**src/rtl/consumer_transaction_pkg.sv**
```systemverilog
`default_nettype none
// ============================================================================
//  Module      : consumer_transaction_pkg
//  Description : Shared types for the consumer read-transaction path: default
//                address/ID/data widths, tracker entry state and entry record.
//  Revision    : 1.0 - configurable-width tracker types
// ============================================================================
package consumer_transaction_pkg;

    // Default widths of the original fixed transaction types
    localparam int DEFAULT_ADDR_WIDTH = 64;
    localparam int DEFAULT_ID_WIDTH   = 4;
    localparam int DEFAULT_DATA_WIDTH = 64;

    typedef logic [DEFAULT_ADDR_WIDTH-1:0] addr_t;
    typedef logic [DEFAULT_ID_WIDTH-1:0]   id_t;
    typedef logic [DEFAULT_DATA_WIDTH-1:0] data_t;

    // Lifecycle of one tracker slot: allocated on issue, filled by response,
    // released on in-order retirement
    typedef enum logic [1:0] {
        ST_FREE   = 2'd0,
        ST_ISSUED = 2'd1,
        ST_DONE   = 2'd2
    } entry_state_e;

    // Entry record at the default widths
    typedef struct packed {
        entry_state_e state;
        addr_t        addr;
        data_t        data;
    } entry_t;

endpackage
`default_nettype wire

```
**src/rtl/consumer_txn_ptr.sv**
```systemverilog
`default_nettype none
// ============================================================================
//  Module      : consumer_txn_ptr
//  Description : Wrapping index counter, modulus NUM_IDS, advancing on i_inc.
//  Revision    : 1.0 - initial
// ============================================================================
module consumer_txn_ptr #(
    parameter int ID_WIDTH = 4,
    parameter int NUM_IDS  = 16
) (
    input  logic                clk,
    input  logic                rst_n,
    input  logic                i_inc,
    output logic [ID_WIDTH-1:0] o_idx
);

    localparam logic [ID_WIDTH-1:0] c_LAST_IDX = ID_WIDTH'(NUM_IDS - 1);

    logic [ID_WIDTH-1:0] r_idx;

    // Advance the index, wrapping from the last slot back to zero
    always_ff @(posedge clk or negedge rst_n) begin
        if (!rst_n) begin
            r_idx <= '0;
        end else if (i_inc) begin
            if (r_idx == c_LAST_IDX) begin
                r_idx <= '0;
            end else begin
                r_idx <= r_idx + ID_WIDTH'(1);
            end
        end
    end

    assign o_idx = r_idx;

endmodule
`default_nettype wire

```
**src/rtl/consumer_txn_tracker.sv**
```systemverilog
`default_nettype none
// ============================================================================
//  Module      : consumer_txn_tracker
//  Description : Outstanding read tracker. Allocates IDs in order, accepts
//                out-of-order responses by ID, retires data in request order.
//  Revision    : 1.0 - configurable width/depth tracker
// ============================================================================
module consumer_txn_tracker
    import consumer_transaction_pkg::*;
#(
    parameter int ADDR_WIDTH = 64,
    parameter int DATA_WIDTH = 64,
    parameter int ID_WIDTH   = 4,
    parameter int NUM_IDS    = 16,
    parameter int CNT_WIDTH  = $clog2(NUM_IDS + 1)
) (
    input  logic                  clk,
    input  logic                  rst_n,
    input  logic                  req_valid_i,
    output logic                  req_ready_o,
    input  logic [ADDR_WIDTH-1:0] req_addr_i,
    output logic                  mem_req_valid_o,
    input  logic                  mem_req_ready_i,
    output logic [ADDR_WIDTH-1:0] mem_req_addr_o,
    output logic [ID_WIDTH-1:0]   mem_req_id_o,
    input  logic                  mem_resp_valid_i,
    input  logic [ID_WIDTH-1:0]   mem_resp_id_i,
    input  logic [DATA_WIDTH-1:0] mem_resp_data_i,
    output logic                  out_valid_o,
    input  logic                  out_ready_i,
    output logic [ADDR_WIDTH-1:0] out_addr_o,
    output logic [DATA_WIDTH-1:0] out_data_o,
    output logic [CNT_WIDTH-1:0]  outstanding_o,
    output logic                  err_o
);

    entry_state_e          r_state [NUM_IDS];
    logic [ADDR_WIDTH-1:0] r_addr  [NUM_IDS];
    logic [DATA_WIDTH-1:0] r_data  [NUM_IDS];
    logic [CNT_WIDTH-1:0]  r_outstanding;
    logic                  r_err;

    logic [ID_WIDTH-1:0]   w_alloc_ptr;
    logic [ID_WIDTH-1:0]   w_ret_ptr;
    entry_state_e          w_alloc_state;
    entry_state_e          w_ret_state;
    entry_state_e          w_resp_state;
    logic [ADDR_WIDTH-1:0] w_ret_addr;
    logic [DATA_WIDTH-1:0] w_ret_data;
    logic                  w_slot_free;
    logic                  w_fire;
    logic                  w_retire;
    logic                  w_resp_ok;
    logic                  w_resp_bad;

    consumer_txn_ptr #(
        .ID_WIDTH (ID_WIDTH),
        .NUM_IDS  (NUM_IDS)
    ) u_alloc_ptr (
        .clk   (clk),
        .rst_n (rst_n),
        .i_inc (w_fire),
        .o_idx (w_alloc_ptr)
    );

    consumer_txn_ptr #(
        .ID_WIDTH (ID_WIDTH),
        .NUM_IDS  (NUM_IDS)
    ) u_ret_ptr (
        .clk   (clk),
        .rst_n (rst_n),
        .i_inc (w_retire),
        .o_idx (w_ret_ptr)
    );

    // Slot lookups by comparison so an out-of-range response ID selects
    // nothing and reads back as FREE (which flags it as an error)
    always_comb begin
        w_alloc_state = ST_FREE;
        w_ret_state   = ST_FREE;
        w_resp_state  = ST_FREE;
        w_ret_addr    = '0;
        w_ret_data    = '0;
        for (int i = 0; i < NUM_IDS; i++) begin
            if (w_alloc_ptr == ID_WIDTH'(i)) begin
                w_alloc_state = r_state[i];
            end
            if (w_ret_ptr == ID_WIDTH'(i)) begin
                w_ret_state = r_state[i];
                w_ret_addr  = r_addr[i];
                w_ret_data  = r_data[i];
            end
            if (mem_resp_id_i == ID_WIDTH'(i)) begin
                w_resp_state = r_state[i];
            end
        end
    end

    // Issue, response-accept and retire decisions; rst_n gates issue so
    // nothing is offered while the tracker is held in reset
    always_comb begin
        w_slot_free = rst_n & (w_alloc_state == ST_FREE);
        w_fire      = req_valid_i & mem_req_ready_i & w_slot_free;
        w_resp_ok   = mem_resp_valid_i & (w_resp_state == ST_ISSUED);
        w_resp_bad  = mem_resp_valid_i & (w_resp_state != ST_ISSUED);
        w_retire    = (w_ret_state == ST_DONE) & out_ready_i;
    end

    assign mem_req_valid_o = req_valid_i & w_slot_free;
    assign req_ready_o     = mem_req_ready_i & w_slot_free;
    assign mem_req_addr_o  = req_addr_i;
    assign mem_req_id_o    = w_alloc_ptr;
    assign out_valid_o     = (w_ret_state == ST_DONE);
    assign out_addr_o      = w_ret_addr;
    assign out_data_o      = w_ret_data;
    assign outstanding_o   = r_outstanding;
    assign err_o           = r_err;

    // Entry state transitions; issue, response and retire always hit
    // entries in different states, so at most one applies per entry
    always_ff @(posedge clk or negedge rst_n) begin
        if (!rst_n) begin
            for (int i = 0; i < NUM_IDS; i++) begin
                r_state[i] <= ST_FREE;
            end
        end else begin
            for (int i = 0; i < NUM_IDS; i++) begin
                if (w_fire && (w_alloc_ptr == ID_WIDTH'(i))) begin
                    r_state[i] <= ST_ISSUED;
                end
                if (w_resp_ok && (mem_resp_id_i == ID_WIDTH'(i))) begin
                    r_state[i] <= ST_DONE;
                end
                if (w_retire && (w_ret_ptr == ID_WIDTH'(i))) begin
                    r_state[i] <= ST_FREE;
                end
            end
        end
    end

    // Payload capture: address on issue, data on accepted response
    always_ff @(posedge clk) begin
        for (int i = 0; i < NUM_IDS; i++) begin
            if (w_fire && (w_alloc_ptr == ID_WIDTH'(i))) begin
                r_addr[i] <= req_addr_i;
            end
            if (w_resp_ok && (mem_resp_id_i == ID_WIDTH'(i))) begin
                r_data[i] <= mem_resp_data_i;
            end
        end
    end

    // Outstanding count and sticky protocol error
    always_ff @(posedge clk or negedge rst_n) begin
        if (!rst_n) begin
            r_outstanding <= '0;
            r_err         <= 1'b0;
        end else begin
            case ({w_fire, w_retire})
                2'b10:   r_outstanding <= r_outstanding + CNT_WIDTH'(1);
                2'b01:   r_outstanding <= r_outstanding - CNT_WIDTH'(1);
                default: r_outstanding <= r_outstanding;
            endcase
            if (w_resp_bad) begin
                r_err <= 1'b1;
            end
        end
    end

endmodule
`default_nettype wire

```
**config.mk**
```make
export PLATFORM = sky130hd
export DESIGN_NAME = consumer_txn_tracker
export DESIGN_NICKNAME = d
export VERILOG_FILES = /design/src/rtl/consumer_transaction_pkg.sv /design/src/rtl/consumer_txn_ptr.sv /design/src/rtl/consumer_txn_tracker.sv
export SDC_FILE = /design/constraint.sdc
export NUM_CORES = 2
export LEC_CHECK = 0
export BUFFER_PORTS_ARGS = -buffer_cell sky130_fd_sc_hd__buf_2
export CAP_MARGIN = 30
export CELL_PAD_IN_SITES_DETAIL_PLACEMENT = 1
export CELL_PAD_IN_SITES_GLOBAL_PLACEMENT = 1
export CORE_UTILIZATION = 50
export CTS_CLUSTER_SIZE = 30
export DETAILED_ROUTE_END_ITERATION = 10
export PLACE_DENSITY_LB_ADDON = 0.1
export SLEW_MARGIN = 40
export SYNTH_ARGS = -nofsm -noshare
export SYNTH_HDL_FRONTEND = slang
export SYNTH_SLANG_ARGS = --single-unit
export TNS_END_PERCENT = 30
```
**constraint.sdc**
```tcl
create_clock -name clk -period 10.66 [get_ports clk]
set_clock_uncertainty 0.05 [all_clocks]
set_input_delay 1.066 -clock clk [delete_from_list [all_inputs] [get_ports clk]]
set_output_delay 1.066 -clock clk [all_outputs]
set_load 0.02 [all_outputs]
```
## Word-level counts from Yosys, hierarchy flattened

Memories as Yosys holds them, arrays and structs flattened.
Cells that the tools add are included.

| storage, ports and cells | value |
|---|---|
| bits in read-only memories | 0 |
| flip-flop bits (word level) | 46 |
| word-level logic and storage cells | 468 |
| memory bits (writable) | 2048 |
| bits in latches | 0 |
| output and inout bits | 205 |
| bits of input ports | 138 |
| memories | 2 |

| operators by class | value |
|---|---|
| multiply operators | 0 |
| eq/ne operators | 50 |
| bitwise gates (word level) | 8 |
| add/subtract/negate cells | 4 |
| shift-type cells | 0 |
| muxes and demuxes | 285 |
| divide/modulo/power cells | 0 |
| reductions and logical operators | 99 |
| magnitude comparators | 0 |

Memory list:

| name | words | bits a word | read ports | clocked after Yosys merged registers in | wr ports | RTL line | RTL |
|---|---|---|---|---|---|---|---|
| r_addr | 16 | 64 | 16 | 0 | 1 | consumer_txn_tracker.sv:38 | `logic [ADDR_WIDTH-1:0] r_addr [NUM_IDS];` |
| r_data | 16 | 64 | 16 | 0 | 1 | consumer_txn_tracker.sv:39 | `logic [DATA_WIDTH-1:0] r_data [NUM_IDS];` |

Operators by type and width:

| operator | number |
|---|---|
| $mux 64 | 62 |
| $reduce_or 64->1 | 30 |
| $mux 2 | 96 |
| $mux 4 | 32 |
| $eq 4x4->1 const B | 24 |
| $mux 1 | 94 |
| $eq 4x3->1 const B | 12 |
| $logic_and 1x1->1 | 48 |
| $reduce_bool 3->1 | 16 |
| $eq 4x2->1 const B | 6 |
| $eq 4x1->1 const B | 3 |
| $logic_not 4->1 | 3 |
| $pmux 5 s2 | 1 |
| $add 4x1->4 const B | 2 |
| $and 1x1->1 | 8 |
| $add 5x1->5 const B | 1 |
| $sub 5x1->5 const B | 1 |
| $eq 2x1->1 const B | 2 |
| $eq 2x2->1 const B | 2 |
| $logic_not 2->1 | 1 |
| $ne 2x1->1 const B | 1 |
| $reduce_bool 2->1 | 1 |

## Longest topological paths before layout

| depth | value |
|---|---|
| depth after elaboration | 39 |
| depth in mapped cells | 19 |
| mapped depth without buffers | 16 |

## Hierarchy

From an unflattened synthesis, not the netlist that was laid out.

| unflattened totals | value |
|---|---|
| cells, all modules | 4854 |
| area, all modules | 81808.5 um2 |

Modules (own cells, without submodules):

| module | instances | cells each | sequential area each (um2) | area an instance (um2) |
|---|---|---|---|---|
| consumer_txn_tracker | 1 | 4820 | 62449.9 | 81448.1 |
| consumer_txn_ptr | 2 | 17 | 100.1 | 180.2 |

## Worst setup path after synthesis

Ideal clock, no wire load.

| path | value |
|---|---|
| path type | flip-flop to flip-flop |
| from | register u_alloc_ptr.r_idx[0], in the netlist u_alloc_ptr.o_idx[0] |
| to | register r_state[0] (netlist bit) |
| path buffers | 2 |
| stages on the path, launching flop included | 8 |
| setup time | 0.083 ns |
| required time | 10.527 ns |
| arrival | 6.231 ns |
| clock period less this slack | 6.364 ns |
| slack | 4.296 ns |
| cell sequence | dfrtp_1 ha_1 buf_2 buf_2 nand2_1 o211ai_1 nor3_1 o22a_1 |

| on the way | value |
|---|---|
| cells in the longest elaborated chain, start to end | 22 |
| elaborated cells on any way between the ends | 37 |
| classes of those cells | 15 x eq/ne; 16 x mux; 2 x bitwise; 4 x reduce/logical |

RTL lines:

| item | RTL line | RTL |
|---|---|---|
| from (decl) | consumer_txn_ptr.sv:19 | `logic [ID_WIDTH-1:0] r_idx;` |
| from (signal assigned) | consumer_txn_ptr.sv:29 | `r_idx <= r_idx + ID_WIDTH'(1);` |
| $logic_not 4->1 | consumer_txn_tracker.sv:85 | `if (w_alloc_ptr == ID_WIDTH'(i)) begin` |
| $mux 2 (16 in series) | consumer_txn_tracker.sv:85 |  |
| $logic_not 2->1 | consumer_txn_tracker.sv:102 | `w_slot_free = rst_n & (w_alloc_state == ST_FREE);` |
| $and 1x1->1 | consumer_txn_tracker.sv:102 |  |
| $and 1x1->1 | consumer_txn_tracker.sv:103 | `w_fire = req_valid_i & mem_req_ready_i & w_slot_free;` |
| $logic_and 1x1->1 * | consumer_txn_tracker.sv:128 | `if (w_fire && (w_alloc_ptr == ID_WIDTH'(i))) begin` |
| $reduce_bool 3->1 (no source line) * | n/a |  |
| to (signal, indexed assignment) | consumer_txn_tracker.sv:129 | `r_state[i] <= ST_ISSUED;` |
| to (signal, indexed assignment) | consumer_txn_tracker.sv:132 | `r_state[i] <= ST_DONE;` |
| to (signal, indexed assignment) | consumer_txn_tracker.sv:135 | `r_state[i] <= ST_FREE;` |
| to (decl) | consumer_txn_tracker.sv:37 | `entry_state_e r_state [NUM_IDS];` |

Every way passes the cells marked *; elsewhere a longest branch is shown, timed or not.
A chain may end at the register's enable or synchronous reset.

## Worst setup path in the final report

| path | value |
|---|---|
| from | register u_ret_ptr.r_idx[1], in the netlist u_ret_ptr.o_idx[1] |
| to | output out_data_o[63] |

| on the way | value |
|---|---|
| cells in the longest elaborated chain, start to end | 17 |
| elaborated cells on any way between the ends | 32 |
| classes of those cells | 15 x eq/ne; 16 x mux; 1 x reduce/logical |

RTL lines:

| item | RTL line | RTL |
|---|---|---|
| from (decl) | consumer_txn_ptr.sv:19 |  |
| from (signal assigned) | consumer_txn_ptr.sv:29 |  |
| $logic_not 4->1 | consumer_txn_tracker.sv:88 | `if (w_ret_ptr == ID_WIDTH'(i)) begin` |
| $mux 64 (15 in series) | consumer_txn_tracker.sv:88 |  |
| $mux 64 * | consumer_txn_tracker.sv:88 |  |
| to (decl) | consumer_txn_tracker.sv:32 | `output logic [DATA_WIDTH-1:0] out_data_o,` |

Marks and branches as above.

==> metrics.md <==
| Metric | Value |
|---|---|
| Setup CP Type | `flip-flop to output port` |
| CTS tree | `yes` |
| Register area share after synthesis | `0.771` |
| Max-cap check violation count | `0` |
| Total wire length | `between 200 and 250 mm` |
| Filler cells | `around 15000` |
| Max Slew Vio Count | `0` |
| Gr usage total | `0.296` |
| Clock transition at the registers of the reported paths | `around 0.06 ns` |
| Hold Path Class | `input pin to asynchronous set/reset pin` |
| Site Rows | `about 150` |
| Vias in the first global route | `52300` |
| I/O Buffers | `between 300 and 400` |
| Number of synthesized flops with an enable pin | `2048` |
| Seq cells post-synth | `between 2000 and 2500` |
| Hpwl dp | `between 100 and 150 mm` |
| Die Ht | `~400 µm` |
| CORE AREA | `about 160000 µm²` |
| Initial antenna violation count | `15` |
| Clk root buf | `clkbuf_16` |
| Yosys top cell by area | `edfxtp_1` |
| Final period util | `0.630` |
| Worst Path Arrival | `5.59 ns` |
| Non-filler instance count after layout | `7499` |
| # setup viols final | `0` |
| Yosys cell types | `between 80 and 90` |
| Cell Area, Synth | `about 80000 µm²` |
| Post-CTS setup buffers | `0` |
| Period minus WS final | `roughly 6.7 ns` |
| Area Overhead vs Synth | `12.7%` |
| Top-count cell post-synth | `edfxtp_1` |
| Gpl congestion | `a little over 0.8` |
| Static Leak | `around 0.029 µW` |
| Drt first pass iters | `6` |
| CTS buffer count | `211` |
| Reg area | `around 63000 µm²` |
| FFs w/ async S/R, synth | `0.0220` |
| Starting density of the core | `0.505` |
| Required @ worst endpoint | `around 9.5 ns` |
| Htree depth | `4` |
| Setup_tns | `0 ns` |
| CTS Sinks | `2094` |
| PD cells | `267 nW/µm²` |
| Worst vdd ir | `about 0.00026 V` |
| Worst skew pair latency | `0.82 ns` |
| # DRC | `0` |
| Multi-input logic area | `around 17000 µm²` |
| CP endpoint kind | `output port` |
| Total of warnings raised by yosys | `0` |
| Run status | `finished, final reports clean` |
| Rel. slew slack | `0.392` |
| Synth Net Count | `about 5100` |
| Crit-path max FO | `between 80 and 90` |
| Worst Tran Pin Value | `roughly 0.9 ns` |
| Via density | `6.68` |
| Die W | `between 400 and 500 µm` |
| Commonest cells in the netlist | `edfxtp_1 (2048), o21ai_0 (326), clkbuf_1 (273)` |
| Final Hold Fails | `0` |
| Top post-synthesis cells by area | `edfxtp_1 (76%), a221oi_1 (2.7%), o21ai_0 (2.0%)` |
| Yosys top cell area share | `0.757` |
| Synth Instances | `roughly 5000` |
| CTS Buffer Depth | `3` |
| WHS | `~0.32 ns` |
| Share of layout cells above drive strength 1 | `0.160` |
| Post-Place Cells | `7107` |
| GRT Residual Overflow | `0` |
| Initial drt markers | `5118` |
| Via Count | `approximately 50000` |
| Cts hold-fix bufs | `0` |
| Full die area | `164000 µm²` |
| First-pass GRT wire length | `355 mm` |
| Post_cts resized | `0` |
| RSZ-0062 raised after global routing | `no` |
| Crit start category | `flip-flop` |
| Pin count of the biggest net entering global routing | `150` |
| DRT antenna net count | `0` |
| Synth Flop Type | `edfxtp_1` |
| Post-Syn Area per Cell | `16.3 µm²` |
| DR WL/cell | `roughly 33 µm` |
| Fin nets | `around 5300` |
| FMAX | `between 0.1 and 0.15 GHz` |
| I/O Pins | `about 340` |
## placed cells by master, fill, tap and decap left out, drive strengths merged, types with 5 or more instances in the layout
cell type	instances
a22oi	197
nand3b	7
nand4	10
nand2	99
a311oi	29
a21o	7
and3	12
nand3	29
a2bb2oi	10
o211ai	131
o311ai	98
a221oi	284
a2111oi	5
ha	12
nor3	132
bufinv	14
nor3b	6
mux2i	6
o21ai	337
and2	9
dfrtp	46
a211oi	114
nor2	173
nor2b	16
o221a	5
inv	30
a21oi	261
a41oi	12
edfxtp	2048
clkinv	101
o22ai	31
a31oi	7
diode	6
clkbuf	262
o221ai	127
and4	9
a221o	125
buf	457
nand2b	7
## layout make-up
class                           instances  share of cell area
Timing Repair Buffer                  457              0.0319
Clock inverter                        120              0.0108
Clock buffer                          262              0.0611
Sequential cell                      2094               0.684
Tap cell                             2160              0.0295
Inverter                               29             0.00126
Multi-Input combinational cell       2371               0.181
Antenna cell                            6            0.000164
## layer usage
metal	routed length, µm	vias to the layer above	GRT usage
met3	17400	380	0.0495
met4	5770	14	0.0821
li1	-	21200	-
met1	98900	26600	0.393
met2	123000	2001	0.502
met5	74	-	0
## cells by family after synthesis
logic type | after synthesis | share of synthesized area
AND/OR/NAND/NOR | 531 | 0.0316
adder cells (fa/ha/maj) | 13 | 0.00209
XOR/XNOR | 6 | 0.000647
buffers and inverters | 514 | 0.0294
multiplexers | 9 | 0.00115
flip-flops | 2094 | 0.771
AO/OA/AOI/OAI | 1812 | 0.164
## path summary, 6_finish.rpt
| path | start | endpoint | slack (ns) | depth (start not counted) |
|---|---|---|---|---|
| max reg2reg | u_alloc_ptr.o_idx[0] | r_addr[1][326] | 5.32 | 10 |
| min in group clk | err_o | err_o | 0.41 | 1 |
| max in group asynchronous | rst_n | u_ret_ptr.o_idx[1] | 9.76 | 2 |
| max | u_ret_ptr.o_idx[1] | out_data_o[63] | 3.95 | 17 |
| min reg2reg | err_o | err_o | 0.41 | 1 |
| min | rst_n | r_state[5] | 0.32 | 2 |
## report_power, final
group          leakage, µW  internal, µW  total, µW  switching [µW]
Clock              0.00321          4040       7160            3120
Sequential          0.0190          9230       9390             161
Combinational      0.00654          2390       7880            5490
Total               0.0287         15700      24400            8770
## state kept, by name, indices dropped and copies added (netlist names)
| register | flops |
|---|---|
| r_addr | 1024 |
| outstanding_o | 5 |
| err_o | 1 |
| u_ret_ptr.o_idx | 4 |
| r_state | 32 |
| r_data | 1024 |
| u_alloc_ptr.o_idx | 4 |
## per-stage QoR
stage | util | worst slack, ns | total power (µW) | cell area, µm²
floorplan | - | 4.30 | 14200 | 81300
global placement | 0.525 | 4.30 | 17100 | 84600
detailed placement | 0.527 | 4.90 | 17400 | 84900
CTS | 0.568 | 3.94 | 24500 | 91500
global route | 0.569 | 3.69 | 25300 | 91600
finish | 0.569 | 3.95 | 24400 | 91600
## worst max-delay path, cell delays in order (launching register included)
cell and delay (ns):
dfrtp_1 0.43, inv_1 0.12, ha_2 0.60, nand2_1 0.27, nor2_4 0.18, buf_12 0.43
buf_16 0.43, nor2_4 0.08, buf_8 0.18, buf_16 0.17, buf_4 0.39, buf_4 0.39
a22oi_1 0.19, o21ai_0 0.11, o211ai_1 0.12, o311ai_0 0.20, buf_4 0.22, buf_2 0.16
(Power assumes the default switching activity.)
